--- src/rtl/if_id_pipe.sv ---
// IF/ID pipeline stage: valid/ready handshake, flush to a NOP bubble, saturating backpressure counter.
// Define IF_ID_SKID_EN to build the 2-entry skid buffer with a registered in_ready.
module if_id_pipe #(
  parameter int unsigned       PC_W     = 32,
  parameter int unsigned       INST_W   = 32,
  parameter logic [INST_W-1:0] NOP_INST = INST_W'(32'h0000_0000),
  parameter int unsigned       CNT_W    = 16
) (
  input  logic              clk,
  input  logic              rst,
  input  logic              flush,
  input  logic              in_valid,
  output logic              in_ready,
  input  logic [PC_W-1:0]   in_pc,
  input  logic [INST_W-1:0] in_inst,
  input  logic              in_intr,
  output logic              out_valid,
  input  logic              out_ready,
  output logic [PC_W-1:0]   out_pc,
  output logic [PC_W-1:0]   out_pc4,
  output logic [INST_W-1:0] out_inst,
  output logic              out_intr,
  output logic [CNT_W-1:0]  stall_cnt
);

  typedef struct packed {
    logic [PC_W-1:0]   pc;
    logic [PC_W-1:0]   pc4;
    logic [INST_W-1:0] inst;
    logic              intr;
  } entry_t;

  localparam entry_t           BUBBLE  = '{pc: '0, pc4: '0, inst: NOP_INST, intr: 1'b0};
  localparam logic [CNT_W-1:0] CNT_MAX = '1;

`ifdef IF_ID_SKID_EN
  typedef enum logic [1:0] {EMPTY, ONE, TWO} state_t;
  entry_t skid_q;
  logic   in_ready_q;
`else
  typedef enum logic [0:0] {EMPTY, ONE} state_t;
`endif

  state_t state;
  entry_t head_q;
  entry_t in_entry;
  logic   accept;
  logic   drain;

  assign in_entry = '{pc: in_pc, pc4: in_pc + PC_W'(4), inst: in_inst, intr: in_intr};

`ifdef IF_ID_SKID_EN
  assign in_ready = in_ready_q;
`else
  // Reset outranks the handshake, so advertising ready while it is asserted is harmless.
  assign in_ready = rst || !out_valid || out_ready;
`endif

  assign accept = in_valid && in_ready;
  assign drain  = out_valid && out_ready;

  assign out_pc   = head_q.pc;
  assign out_pc4  = head_q.pc4;
  assign out_inst = head_q.inst;
  assign out_intr = head_q.intr;

  // Occupancy FSM, payload registers and stall counter.
  always_ff @(posedge clk) begin
    if (rst) begin
      state     <= EMPTY;
      head_q    <= BUBBLE;
      out_valid <= 1'b0;
      stall_cnt <= '0;
`ifdef IF_ID_SKID_EN
      skid_q     <= BUBBLE;
      in_ready_q <= 1'b1;
`endif
    end else begin
      if (out_valid && !out_ready && stall_cnt != CNT_MAX) begin
        stall_cnt <= stall_cnt + CNT_W'(1);
      end
      if (flush) begin
        state     <= EMPTY;
        head_q    <= BUBBLE;
        out_valid <= 1'b0;
`ifdef IF_ID_SKID_EN
        in_ready_q <= 1'b1;
`endif
      end else begin
        case (state)
          EMPTY: begin
            if (accept) begin
              state     <= ONE;
              head_q    <= in_entry;
              out_valid <= 1'b1;
            end
          end
          ONE: begin
            if (accept && drain) begin
              head_q <= in_entry;
`ifdef IF_ID_SKID_EN
            end else if (accept) begin
              state      <= TWO;
              skid_q     <= in_entry;
              in_ready_q <= 1'b0;
`endif
            end else if (drain) begin
              // Payload is left as-is when draining to empty.
              state     <= EMPTY;
              out_valid <= 1'b0;
            end
          end
`ifdef IF_ID_SKID_EN
          TWO: begin
            if (drain) begin
              state      <= ONE;
              head_q     <= skid_q;
              in_ready_q <= 1'b1;
            end
          end
`endif
          default: begin
            state     <= EMPTY;
            out_valid <= 1'b0;
          end
        endcase
      end
    end
  end

endmodule

--- config.mk ---
export PLATFORM = sky130hd
export DESIGN_NAME = if_id_pipe
export DESIGN_NICKNAME = d
export VERILOG_FILES = /design/src/rtl/if_id_pipe.sv
export SDC_FILE = /design/constraint.sdc
export NUM_CORES = 1
export LEC_CHECK = 0
export ABC_AREA = 1
export BUFFER_PORTS_ARGS = -buffer_cell sky130_fd_sc_hd__buf_2
export CORE_ASPECT_RATIO = 0.5
export CORE_MARGIN = 8
export CORE_UTILIZATION = 45
export DETAILED_ROUTE_END_ITERATION = 16
export PLACE_DENSITY = 0.8
export SLEW_MARGIN = 20
export SYNTH_ARGS = -nofsm -noshare
export SYNTH_HDL_FRONTEND = slang
export SYNTH_SLANG_ARGS = --single-unit
export TNS_END_PERCENT = 5
--- constraint.sdc ---
create_clock -name clk -period 3.71 [get_ports clk]
set_input_delay 0.742 -clock clk [delete_from_list [all_inputs] [get_ports clk]]
set_output_delay 0.742 -clock clk [all_outputs]
set_load 0.02 [all_outputs]
Word level (Yosys, flattened, before mapping)
Index checks and enable logic that the tools add are counted.
Widths: inputs -> output; s select.
{"block": "op_classes", "bitwise_logic": 1, "reduce_logical": 12, "n_addsub": 2, "n_mux": 11, "n_eq_ne": 5}
{"cell": "$mux 97", "count": 2}
{"cell": "$pmux 97 s2", "count": 1}
{"cell": "$add 32x3->32 const B", "count": 1}
{"cell": "$add 16x1->16 const B", "count": 1}
{"cell": "$ne 16x16->1 const B", "count": 1}
{"cell": "$mux 1", "count": 6}
{"cell": "$logic_and 1x1->1", "count": 5}
{"cell": "$ne 2x1->1 const B", "count": 2}
{"cell": "$ne 2x2->1 const B", "count": 2}
{"cell": "$pmux 1 s2", "count": 2}
{"cell": "$reduce_and 3->1", "count": 1}
{"cell": "$logic_not 1->1", "count": 2}
{"cell": "$logic_or 1x1->1", "count": 2}
{"cell": "$reduce_and 2->1", "count": 1}
{"cell": "$reduce_or 2->1", "count": 1}
{"cell": "$not 1->1", "count": 1}
{"block": "word_totals", "register_bits": 115, "inputBits": 70}

Logic depth before layout (Yosys ltp)
Gate-level depths: netlist of run 1.
{"block": "depth", "word_depth": 7, "depth_mapped": 11}

Worst setup path before layout of run 1
No wires, ideal clock.
{"block": "synth_path", "path_type": "input to register", "from": "input port in_pc[2]", "to": "register head_q (netlist bit out_pc4[26])", "path_slack_ns": 1.950, "arrival_ns": 1.650, "t_required_ns": 3.600, "cell_stages": 10, "path_cell_list": "ha_1 > nand2_1 > nor2_4 > nand2_1 > nor2_4 > nand2_1 > nand2_1 > nand3_1 > nand2_1 > inv_1"}
{"block": "synth_between", "elab_chain_len": 3}
{"element": "from (decl)", "line_no": "14", "source": "input logic [PC_W-1:0] in_pc,"}
{"element": "$add 32x3->32 *", "line_no": "50", "source": "assign in_entry = '{pc: in_pc, pc4: in_pc + PC_W'(4), inst: in_inst, intr: in_intr};"}
{"element": "$mux 97, on equally long branches", "line_no": "99, 92"}
{"element": "$pmux 97 s2 *", "line_no": "90", "source": "case (state)"}
{"element": "to (signal assigned)", "line_no": "94", "source": "head_q <= in_entry;"}
{"element": "to (signal assigned)", "line_no": "100", "source": "head_q <= in_entry;"}
{"element": "to (decl)", "line_no": "45", "source": "entry_t head_q;"}
Mark *: on every way between the ends. The rest lies on a longest branch, timed or not. The select of a mux whose other input is x is not followed.
A chain may end at the register's enable or synchronous reset.

Final worst setup path of run 1
{"block": "layout_path", "from": "input port rst", "to": "register head_q (netlist bit out_pc4[20])"}
{"block": "layout_between", "elab_chain_len": 6}
{"element": "from (decl)", "line_no": "10", "source": "input logic rst,"}
{"element": "$logic_or 1x1->1 (2 in a row)", "line_no": "56", "source": "assign in_ready = rst || !out_valid || out_ready;"}
{"element": "$logic_and 1x1->1", "line_no": "59", "source": "assign accept = in_valid && in_ready;"}
{"element": "$logic_and 1x1->1", "line_no": "99", "source": "if (accept && drain) begin"}
{"element": "$ne 2x1->1 (no source line)"}
{"element": "$reduce_and 2->1 (no source line)"}
Parallel ways exist; a longest one is shown, timed or not.

==> results.md, run 1 <==
Outcome:
- The flow ran to the end, and the final reports show no timing, DRC or antenna violations.

Run:
- The tool flagged a number of max-cap violations equal to 0.

Hold path:
- The worst hold path begins at out_pc4[3]$_SDFFE_PP0P_.
- The worst hold path belongs to the class reg2reg.

Critical path:
- The element type at the critical path start is a primary input.
- Following the worst setup path forward leads to its endpoint at out_pc4[20]$_SDFFE_PP0P_.
- The path type of the worst setup path is in2reg.
- Tracing the worst setup path back leads to its startpoint at rst.
- In this run the critical register-to-register path is launched from out_valid$_SDFFE_PP0P_.
- Counting cells, the worst reg-to-reg path comes to 8.
- The register-to-register setup slack is 1.74 ns.
- The worst setup path is captured at a flop.
- The destination of the worst register-to-register timing path is out_pc4[20]$_SDFFE_PP0P_.
- The highest net fanout along the worst path is 95.
- For the worst setup path, the data required time is 4.01 ns.
- The data arrival time of the critical path is 2.50 ns.

Clock tree:
- The post-CTS clock slew at the launch and capture registers of the worst setup and hold paths is 0.05 ns.
- The total of hold buffers inserted after clock tree synthesis is 0.
- The TritonCTS clock tree is done.
- The number of sinks driven by the clock tree is 113.
- The cell chosen for the clock root is clkbuf_16.
- The clock reaches the later pin of the worst-skew pair after 0.40 ns.
- The number of clock buffers added by TritonCTS is 17.
- In this run the deepest clock path goes through 2 buffers.
- The CTS H-tree depth is 4.
- The post-cts resize count is 0.
- In this run the post-CTS setup repair buffer count came out at 0.

Detailed routing:
- The pre-antenna-repair detailed-routing pass consisted of 5 iterations.
- The via total after detailed routing is 5,191.
- The final layout contains routed wiring with a total length of 14,700 um.
- The count of antenna-violating nets left after detailed routing is 0.
- The first routing iteration left 396 violations.
- The ratio of routed vias to standard cells is 4.83.
- After detailed routing, the average wire length per cell comes to 13.7 um.
- The number of remaining DRC errors is 0.

Global routing:
- The number of antenna violations at the first check in global routing is 0.
- The wire length of the first global-routing pass is 23,800 um.
- Entering global routing, the biggest net connects 96 pins.
- In the global route stage, overall resource usage came out at 0.188.
- The number of global-route vias before repair was 4,846.
- Summed over all layers, the global routing overflow is 0.

Logic synthesis:
- Counting flops and latches in the post-synthesis netlist gives 113.
- The share of synthesized area in the top cell type comes to 0.445.
- The count of yosys warnings during synthesis is 0.
- The total nets after synthesis is 816.
- A synthesized cell averages 6.83 sq um.
- In the post-synthesis netlist, the biggest area contributors are dfxtp_1 44%, nand2_1 19%, a21oi_1 7.8%, nor2_1 7.3%, inv_1 3.7%.
- The cell area that synthesis handed to floorplanning was 5080 sq um.
- Synthesis handed over a netlist of 744 instances.
- The library cell with the largest summed area after synthesis is dfxtp_1.
- The number of distinct library cell variants in the gate-level netlist after synthesis is 27.
- For this run, the register share of the synthesized area comes to 0.445.

Pwr:
- The power density of the placed cells is 491 nW/um^2.
- For this design the static power due to leakage is 3.24 nW.
- The maximum ir drop on the vdd rail is 0.000277 V.

STA:
- The final hold violation count is 0.
- Setup repair after global routing left no endpoint under its margin.
- The number of pins exceeding their max-slew limit in the final report was 0.
- The worst slew margin relative to its limit is 0.363.
- Setup violations remaining at the end of the flow were counted as 0.
- For this run, the top clock speed supported by timing is 0.454 GHz.
- Adding up every negative setup slack in the final design gives 0 ns.
- The final critical path time including I/O delays and setup is 2.20 ns.
- At the pin with the least slew margin, the transition time is 0.955 ns.
- The final worst clock skew is 0.0107 ns.
- The final period utilization is 0.594.

Final layout:
- The number of nets in the final layout is 990.
- Leaving out fill and tap cells, the most frequent cell in the layout is nand2_1.
- The fraction of final layout cells with drive strength greater than 1 is 0.251.
- The top cell types in the final layout, fill and taps aside, are 254 x nand2_1, 184 x buf_2, 113 x dfxtp_1.
- The cell area after layout is 6650 sq um.
- The relative area change from synthesis to final layout is 30.7%.
- The final antenna diode count is 0.
- The non-filler instance count after layout is 1,074.

Placement:
- The detailed placement HPWL is 10,600 um.
- The instance area at placement is 6040 sq um.
- The number of cells in the design after placement is 1,044.
- At the end of routability-driven placement, the weighted congestion stood at 0.876.
- During placement, the flow inserted port buffers numbering 184.

Floorplan:
- The floorplan step set the die height to 91.2 um.
- During I/O placement, the number of pins put on the boundary was 185.
- The floorplan has 27 rows.
- The initial utilization of the core area, before any placement, comes to 0.462.
- The area of the core region is 11,000 sq um.
- In this run the horizontal extent of the chip is 166 um.
- The floorplan step defined a die boundary enclosing 15,200 sq um.
## logic make-up (layout without fill, tap and decap cells)
| kind of cell | after synthesis | in the layout | synth area share |
|---|---|---|---|
| buffers and inverters | 88 | 273 | 0.0817 |
| adder cells (fa/ha/maj) | 2 | 2 | 0.00492 |
| XOR/XNOR | 18 | 18 | 0.0310 |
| AO/OA/AOI/OAI | 114 | 114 | 0.114 |
| flip-flops | 113 | 113 | 0.445 |
| AND/OR/NAND/NOR | 409 | 409 | 0.324 |
## report_power, final
part           internal, mW  switching (mW)  total, mW
Sequential             1.26          0.0205       1.28
Combinational         0.109           0.222      0.331
Clock                  1.12           0.533       1.66
Total                  2.49           0.776       3.26
## synth_stat cells
master	instances
nand2_1	254
dfxtp_1	113
nor2_1	99
a21oi_1	79
inv_1	50
nand3_1	36
o21ai_0	32
buf_2	14
clkbuf_1	11
xor2_1	10
buf_6	8
xnor2_1	8
nor2_2	6
nand4_1	4
nor3_1	3
buf_4	2
ha_1	2
inv_2	2
nand3_2	2
nor2_4	2
a211oi_1	1
a21boi_0	1
and2_1	1
clkinv_1	1
nand3b_1	1
o21bai_1	1
or2_2	1
## worst max-delay path: stages
cell and delay (ns):
buf_2 0.18, inv_2 0.14, nand3_2 0.12, nand3_4 0.09
buf_4 0.69, nor2_1 0.15, nand2_1 0.12, nand3_1 0.07
nand2_1 0.06, inv_1 0.04
## per-layer routing
layer / vias to the layer above / track usage / share of wire
met2: 144 / 0.331 / 0.50
met4: 0 / 0.0759 / 0.021
met1: 2330 / 0.215 / 0.43
met3: 23 / 0.0514 / 0.055
li1: 2694 / - / -
met5: - / 0 / 0
## worst min-delay path by stage
stage | to | slack (ns) | cells past startpoint
after global placement | out_inst[3]$_SDFFE_PP0P_ | 0.45 | 2
final | out_pc4[3]$_SDFFE_PP0P_ | 0.46 | 2
after global routing | out_inst[14]$_SDFFE_PP0P_ | 0.48 | 2
after CTS | out_pc4[3]$_SDFFE_PP0P_ | 0.46 | 2
after floorplan | state$_SDFF_PP0_ | 0.48 | 2
after detailed placement | out_pc[31]$_SDFFE_PP0P_ | 0.45 | 2
## state kept, by name, indices dropped and copies added (netlist names)
signal / count
out_inst: 32
stall_cnt: 16
out_intr: 1
out_pc4: 30
state: 1
out_pc: 32
out_valid: 1
## area by class of cell
| type | instances | area, sq um |
|---|---|---|
| inverters | 53 | 199 |
| flip-flops and latches | 113 | 2260 |
| repair buffers | 190 | 978 |
| clock inverters | 4 | 70.1 |
| well taps | 145 | 181 |
| fillers | 1034 | 4370 |
| clock buffers | 26 | 539 |
| multi-input cells | 543 | 2420 |
## per-stage QoR
stage	setup slack [ns]	total power, mW	hold WS (ns)	utilization
floorplan	1.95	1.51	0.482	-
global placement	1.22	1.63	0.450	0.548
detailed placement	1.14	1.63	0.447	0.548
CTS	1.55	3.28	0.460	0.603
global route	1.34	3.39	0.476	0.603
finish	1.51	3.26	0.458	0.603
(Power assumes the default switching activity.)
==> run 2, diff against run 1 <==
- ABC_AREA: 1 -> 0
- PLACE_DENSITY: 0.8 -> 0.81
- clock period: 3.71 -> 2.07 ns (I/O delays scaled with it)
==> run 2 against run 1 <==
  * Final cell count decreased by 16%
  * Combinational power increased by 78%
  * Area after synthesis decreased by 8.7%
  * Count of clock-buffer cells in the layout decreased by 5
  * Cell area decreased by 4.0%
  * Sequential power increased by 79%
  * Clock skew decreased by 0.0020 ns
  * Critical path type is now reg2reg
  * Largest power group unchanged
==> results.md, run 2 <==
Outcome:
- The run finished with clean final reports.

Clock tree:
- The post-cts resize count is 0.
- The number of hold buffers added after CTS was 0.
- The clock insertion delay at the later pin of the skew report is 0.40 ns.
- Clock tree synthesis found a total of 113 sinks.
- The post-CTS clock slew at the launch and capture registers of the worst setup and hold paths is 0.05 ns.
- The clock tree buffer depth is 2.
- The total clock buffers created by CTS is 17.
- The number of setup buffers added after CTS is 0.
- TritonCTS built the clock tree.
- The CTS H-tree depth is 4.
- The root buffer cell chosen for the clock tree is clkbuf_16.

STA:
- The worst slew margin relative to its limit is 0.668.
- Based on the critical path, the design can be clocked at up to 0.544 GHz.
- Dividing the final minimum period by the clock period gives 0.889.
- Setup repair after global routing left no endpoint under its margin.
- The final critical path time including I/O delays and setup is 1.84 ns.
- The number of pins exceeding their max-slew limit in the final report was 0.
- The total of endpoints with negative setup slack in the final report is 0.
- The setup TNS after final layout is 0 ns.
- For the pin with the worst max-slew slack, the measured transition is 0.493 ns.
- The final hold violation count was 0.
- Across the routed clock network, the largest skew measured is 0.00875 ns.

Logic synthesis:
- After synthesis, the share of flip-flops with an asynchronous set or reset is 0.
- Of the total synthesized cell area, the portion taken by full adders, half adders and majority gates is 0.00539.
- The most frequently used cell type in the post-synthesis netlist is nand2_1.
- After synthesis, the share of cell area in mux cells is 0.00647.
- In this run, synthesis inferred 0 flip-flops with an integrated enable.
- The share of synthesized area in the top cell type comes to 0.487.
- The area fraction in and, or, nand and nor cells after synthesis is 0.240.
- Ranked by instance count, the synthesized netlist is headed by 147 x nand2_1, 113 x dfxtp_1, 93 x a21oi_1, 28 x o21ai_0, 26 x nor2_1.
- The synthesized area divided by synthesized cell count is 8.23 sq um.
- The sequential element share of the synthesized area is 0.487.
- The number of distinct library cell variants in the gate-level netlist after synthesis is 41.
- Summing every instance area after synthesis gives 4640 sq um.
- After synthesis, the largest family of logic cells by area is simple AND/OR/NAND/NOR gates.
- Summed over all instances, the cell type with the most area after synthesis is dfxtp_1.
- The count of yosys warnings during synthesis is 0.
- The top flip-flop cell by instance count after synthesis is dfxtp_1.
- Counting every net in the synthesized netlist gives 636.
- The synthesized flop and latch total is 113.
- The complex-gate fraction of the synthesized area is 0.153.
- The number of instances in the synthesized netlist is 564.
- Ranked by total cell area, the synthesized netlist is headed by dfxtp_1 49%, nand2_1 12%, a21oi_1 10%, xor2_1 3.8%, xnor2_1 3.2%.
- Of the total synthesized cell area, the portion taken by XOR and XNOR cells is 0.0698.

Critical path:
- The path type of the worst setup path is reg2reg.
- The largest individual stage delay along the critical path comes from the cell o41ai_4.
- The required time of the worst setup path is 2.35 ns.
- The critical path capture point type is a flop.
- The data arrival time of the critical path is 2.12 ns.
- The element type at the critical path start is a flop.
- The largest stage delay on the critical path is 0.45 ns.
- The critical path goes through ha_1, nand3_2, o41ai_4, buf_4, mux2i_1, nor2_1.
- The highest net fanout along the worst path is 9.

Detailed routing:
- The ratio of routed vias to standard cells is 5.04.
- After the first detailed-routing iteration, the DRC count stood at 281.
- In this run the remaining antenna-violating nets after routing total 0.
- The via total after detailed routing is 4,524.
- The routed design has 13,500 um of wire.
- The detailed-route wire length per cell is 15.0 um.
- In the routed design, unresolved DRC markers number 0.
- Before antenna repair, the detailed router went through 4 iterations.

Global routing:
- The overall fraction of global-route tracks in use is 0.190.
- The first global-routing pass estimated 21,700 um of wire.
- The number of antenna violations at the first check in global routing is 0.
- The residual overflow from global routing is 0.
- The pin count of the biggest net entering global routing is 73.
- The number of global-route vias before repair is 4,411.

Final layout:
- The number of nets in the final layout is 817.
- Leaving out fill and tap cells, the most frequent cells in the layout are 184 x buf_2, 146 x nand2_1, 113 x dfxtp_1.
- Of the cells placed in the final design, the portion with a size suffix greater than 1 is 0.314.
- Leaving out fill and tap cells, the most frequent cell in the layout is buf_2.
- The finished cells cover 6380 sq um.
- The number of antenna diodes in the final layout is 0.
- Relative to the synthesized area, the layout overhead comes to 37.3%.
- Excluding fillers, the count of instances in the completed layout stands at 897.

Run:
- The count of maximum capacitance violations is 0.

Floorplan:
- The number of placed I/O pins is 185.
- The number of core rows is 26.
- The floorplan step defined a die boundary enclosing 14,000 sq um.
- The area of the core region is 10,100 sq um.
- The width of the chip is 160 um.
- The die span in y is 87.8 um.
- The initial core utilization is 0.459.

Hold path:
- The kind of path behind the tightest hold check is in2reg.

Pwr:
- The power density of the placed cells is 946 nW/um^2.
- Overall power consumption after layout is estimated at 6.04 mW.
- The maximum ir drop on the vdd rail is 0.000636 V.
- The leakage power figure is 2.83 nW.

Placement:
- The detailed placement HPWL is 9650 um.
- During placement, the flow inserted port buffers numbering 184.
- At the end of routability-driven placement, the weighted congestion stood at 0.785.
- The instance area at placement is 5720 sq um.
- The number of cells in the design after placement is 864.
[run 2: final timing paths]
check | start | end | slack, ns | cells after the start
worst min register to register | out_inst[29]$_SDFFE_PP0P_ | out_inst[29]$_SDFFE_PP0P_ | 0.45 | 2
worst min-delay path | in_inst[11] | out_inst[11]$_SDFFE_PP0P_ | 0.25 | 3
worst max register to register | stall_cnt[0]$_SDFFE_PP0P_ | stall_cnt[1]$_SDFFE_PP0P_ | 0.23 | 6
worst max-delay path | stall_cnt[0]$_SDFFE_PP0P_ | stall_cnt[1]$_SDFFE_PP0P_ | 0.23 | 6
[run 2: critical path: cells and delay by family (launching register included)]
family	cells	cell delay, ns
AOI/OAI and AO/OA	1	0.45
DFF	1	0.42
and+or+nand+nor	2	0.24
adders and majority gates	1	0.23
buffers and inverters	1	0.21
muxes	1	0.18
[run 2: kinds of logic after synthesis]
| group | Yosys count |
|---|---|
| buffers and inverters | 40 |
| DFF | 113 |
| xor gates and xnor gates | 37 |
| AOI/OAI and AO/OA | 132 |
| muxes | 3 |
| adders and majority gates | 2 |
| and+or+nand+nor | 237 |
[run 2: area by class of cell]
cell class	instances	area (sq um)
multi-input combinational	411	2210
clock buffer	21	460
fill	876	3740
inverter	5	18.8
clock inverter	10	183
sequential	113	2260
timing repair buffer	197	1070
tap	140	175
[run 2: layer usage]
layer | vias to the layer above | global-route usage | part of all wire
li1 | 2283 | - | -
met1 | 2082 | 0.212 | 0.41
met2 | 137 | 0.337 | 0.51
met3 | 22 | 0.0582 | 0.054
met4 | 0 | 0.0790 | 0.023
met5 | - | 0 | 0
[run 2: power breakdown]
group	switching [mW]	leakage, nW	total, mW	internal, mW
logic	0.385	1.61	0.589	0.205
registers	0.0354	0.919	2.29	2.25
clock network	0.974	0.305	3.16	2.19
total	1.39	2.83	6.04	4.64
[run 2: metrics by stage]
| step | hold WS (ns) | worst slack, ns | utilization |
|---|---|---|---|
| after floorplan | 0.463 | 0.259 | - |
| after global placement | 0.439 | 0.119 | 0.565 |
| after detailed placement | 0.443 | 0.0707 | 0.565 |
| after CTS | 0.236 | 0.158 | 0.629 |
| after global routing | 0.242 | 0.0752 | 0.630 |
| final | 0.252 | 0.231 | 0.630 |
==> run 3, diff against run 2 <==
- BUFFER_PORTS_ARGS: -buffer_cell sky130_fd_sc_hd__buf_2 -> -buffer_cell sky130_fd_sc_hd__buf_4
==> run 3 against run 2 <==
  * Via count fell by 1.5%
  * Hold slack worse by 0.021 ns
  * Setup slack better by 0.036 ns
  * Critical path type unchanged
==> results.md, run 3 (synthesis results as in run 2) <==
Outcome:
- The flow ran to the end, and the final reports show no timing, DRC or antenna violations.

Final layout:
- The leading cell type in the layout, fill and taps excluded is buf_4.
- In the layout the commonest cells are 190 x buf_4, 146 x nand2_1, 113 x dfxtp_1.
- The net count of the finished layout is 814.
- The final antenna diode count is 0.
- The relative area change from synthesis to final layout is 46.1%.
- Counting the fill cells in the layout gives 812.
- In the final layout, the share of cells above drive strength 1 is 0.311.

Detailed routing:
- The via total after detailed routing is 4,454.
- The routed wire length is 13,500 um.
- The ratio of routed vias to standard cells is 4.98.
- After the first detailed-routing iteration, the DRC count stood at 264.
- The iteration count of the initial detailed-routing pass is 4.
- After detailed routing, the average wire length per cell comes to 15.1 um.
- For this run, design rule violations remaining after detail routing come to 0.
- In this run the remaining antenna-violating nets after routing total 0.

Clock tree:
- Post-CTS repair changed the size of 0 cells.
- The CTS H-tree depth is 4.
- The total of hold buffers inserted after clock tree synthesis is 0.
- The TritonCTS clock tree is done.
- The clock insertion delay at the later pin of the skew report is 0.40 ns.
- The clock passes through at most 2 buffers.
- The total clock buffers created by CTS is 17.
- After clock tree synthesis, the setup repair step added 0 buffers.
- The number of sinks driven by the clock tree is 113.
- In this run the clock root is driven by a clkbuf_16.
- Clock-pin slew was measured on the worst setup and hold paths at 0.05 ns.

Critical path:
- The destination of the worst register-to-register timing path is stall_cnt[1]$_SDFFE_PP0P_.
- The number of cells traversed by the worst register-to-register path is 6.
- The element type at the critical path start is a flop.
- The data arrival time of the critical path is 2.08 ns.
- The path type of the worst setup path is reg2reg.
- The highest net fanout along the worst path is 9.
- STA puts the critical path data required time at 2.35 ns.
- The register-to-register setup slack is 0.27 ns.
- The worst setup path is captured at a flop.
- The worst register-to-register path begins at stall_cnt[1]$_SDFFE_PP0P_.

Pwr:
- The internal portion of the total power is 4.56 mW.
- The leakage power figure is 2.87 nW.
- Of the total power, registers draw 0.384.
- The fraction of power consumed by the clock network is 0.505.
- Of the total power, combinational logic draws 0.111.
- The maximum ir drop on the vdd rail is 0.000581 V.
- The power dissipated by switching net loads is 1.39 mW.
- The power density of the placed cells is 877 nW/um^2.
- The fraction of power spent switching nets is 0.234.

Hold path:
- The worst hold path begins at in_pc[2].
- The terminating pin of the worst hold path is out_pc4[2]$_SDFFE_PP0P_.
- The kind of path behind the tightest hold check is in2reg.
- The worst hold path was traced through 2 stages.

Floorplan:
- The number of core rows is 26.
- Pin placement for this block handled 185 I/O pins.
- For this configuration, the core starts out at a cell density of 0.459.
- The die span in y is 87.8 um.
- The area enclosed by the die boundary is 14,000 sq um.
- From left edge to right edge, the die measures 160 um.
- The area of the core region is 10,100 sq um.

Global routing:
- The number of global-route vias before repair is 4,272.
- The residual overflow from global routing is 0.
- The first global-routing pass estimated 21,500 um of wire.
- Entering global routing, the biggest net connects 67 pins.
- The number of antenna violations at the first check in global routing is 0.
- In the global route stage, overall resource usage came out at 0.188.

STA:
- Static timing analysis puts the maximum clock frequency at 0.555 GHz.
- In this run the tightest slew margin relative to its limit is 0.652.
- The number of pins exceeding their max-slew limit in the final report is 0.
- Setup repair after global routing left no endpoint under its margin.
- The final worst clock skew is 0.0143 ns.
- The final period utilization is 0.871.
- Adding up every negative setup slack in the final design gives 0 ns.
- The final critical path time including I/O delays and setup is 1.80 ns.
- The smallest setup slack after layout is 0.267 ns.
- For the pin with the worst max-slew slack, the measured transition is 0.517 ns.
- The final hold violation count is 0.
- On the final layout, the worst hold slack is 0.231 ns.
- Setup violations remaining at the end of the flow were counted as 0.

Placement:
- The HPWL after detailed placement is 9760 um.
- The worst slack at placement is 0.0939 ns.
- The congestion estimate from routability-driven global placement came to 0.771.
- Port buffering added 184 buffers.

Run:
- Across the run, the number of max-cap violations was 0.
run 3: critical path, stage by stage, from the launching register on:
cell     delay, ns
dfxtp_1       0.40
ha_1          0.23
nand3_2       0.21
o41ai_4       0.38
buf_4         0.21
mux2i_1       0.20
nor2_1        0.05
run 3: per-layer routing:
metal	global-route usage	share of wire	vias to the layer above
li1	-	-	2289
met1	0.211	0.41	2052
met2	0.336	0.53	101
met3	0.0539	0.052	12
met4	0.0782	0.012	0
met5	0	0	-
run 3: power groups by stage:
stage,registers [mW],clock network (mW),logic [mW]
after floorplan,2.42,0,0.245
after global placement,2.33,0,0.650
after detailed placement,2.33,0,0.660
after CTS,2.29,3.06,0.664
after global routing,2.29,3.17,0.715
final,2.29,3.01,0.659
run 3: worst max path at each step:
| stage | start | end | slack, ns |
|---|---|---|---|
| 6_report | stall_cnt[1]$_SDFFE_PP0P_ | stall_cnt[1]$_SDFFE_PP0P_ | 0.27 |
| 5_1_grt | stall_cnt[1]$_SDFFE_PP0P_ | stall_cnt[1]$_SDFFE_PP0P_ | 0.12 |
| 4_1_cts | stall_cnt[1]$_SDFFE_PP0P_ | stall_cnt[8]$_SDFFE_PP0P_ | 0.16 |
| 3_5_place_dp | in_pc[2] | out_pc4[24]$_SDFFE_PP0P_ | 0.09 |
| 3_3_place_gp | in_pc[2] | out_pc4[20]$_SDFFE_PP0P_ | 0.18 |
| 2_1_floorplan | stall_cnt[0]$_SDFFE_PP0P_ | stall_cnt[10]$_SDFFE_PP0P_ | 0.26 |
run 3: final cells by class:
cell class	instances	area, sq um	share of cell area
clock inverter	11	161	0.0238
clock buffer	21	450	0.0664
tap	140	175	0.0258
inverter	5	18.8	0.00277
multi-input combinational	411	2210	0.326
timing repair buffer	194	1510	0.222
sequential	113	2260	0.333
run 3: stage by stage:
step                area, sq um  utilization  power [mW]  instances
global route               6780        0.671        6.18        895
global placement           6160        0.609        2.98        862
CTS                        6780        0.670        6.01        894
finish                     6780        0.671        5.95        895
floorplan                  4640            -        2.66        564
detailed placement         6160        0.609        2.99        862
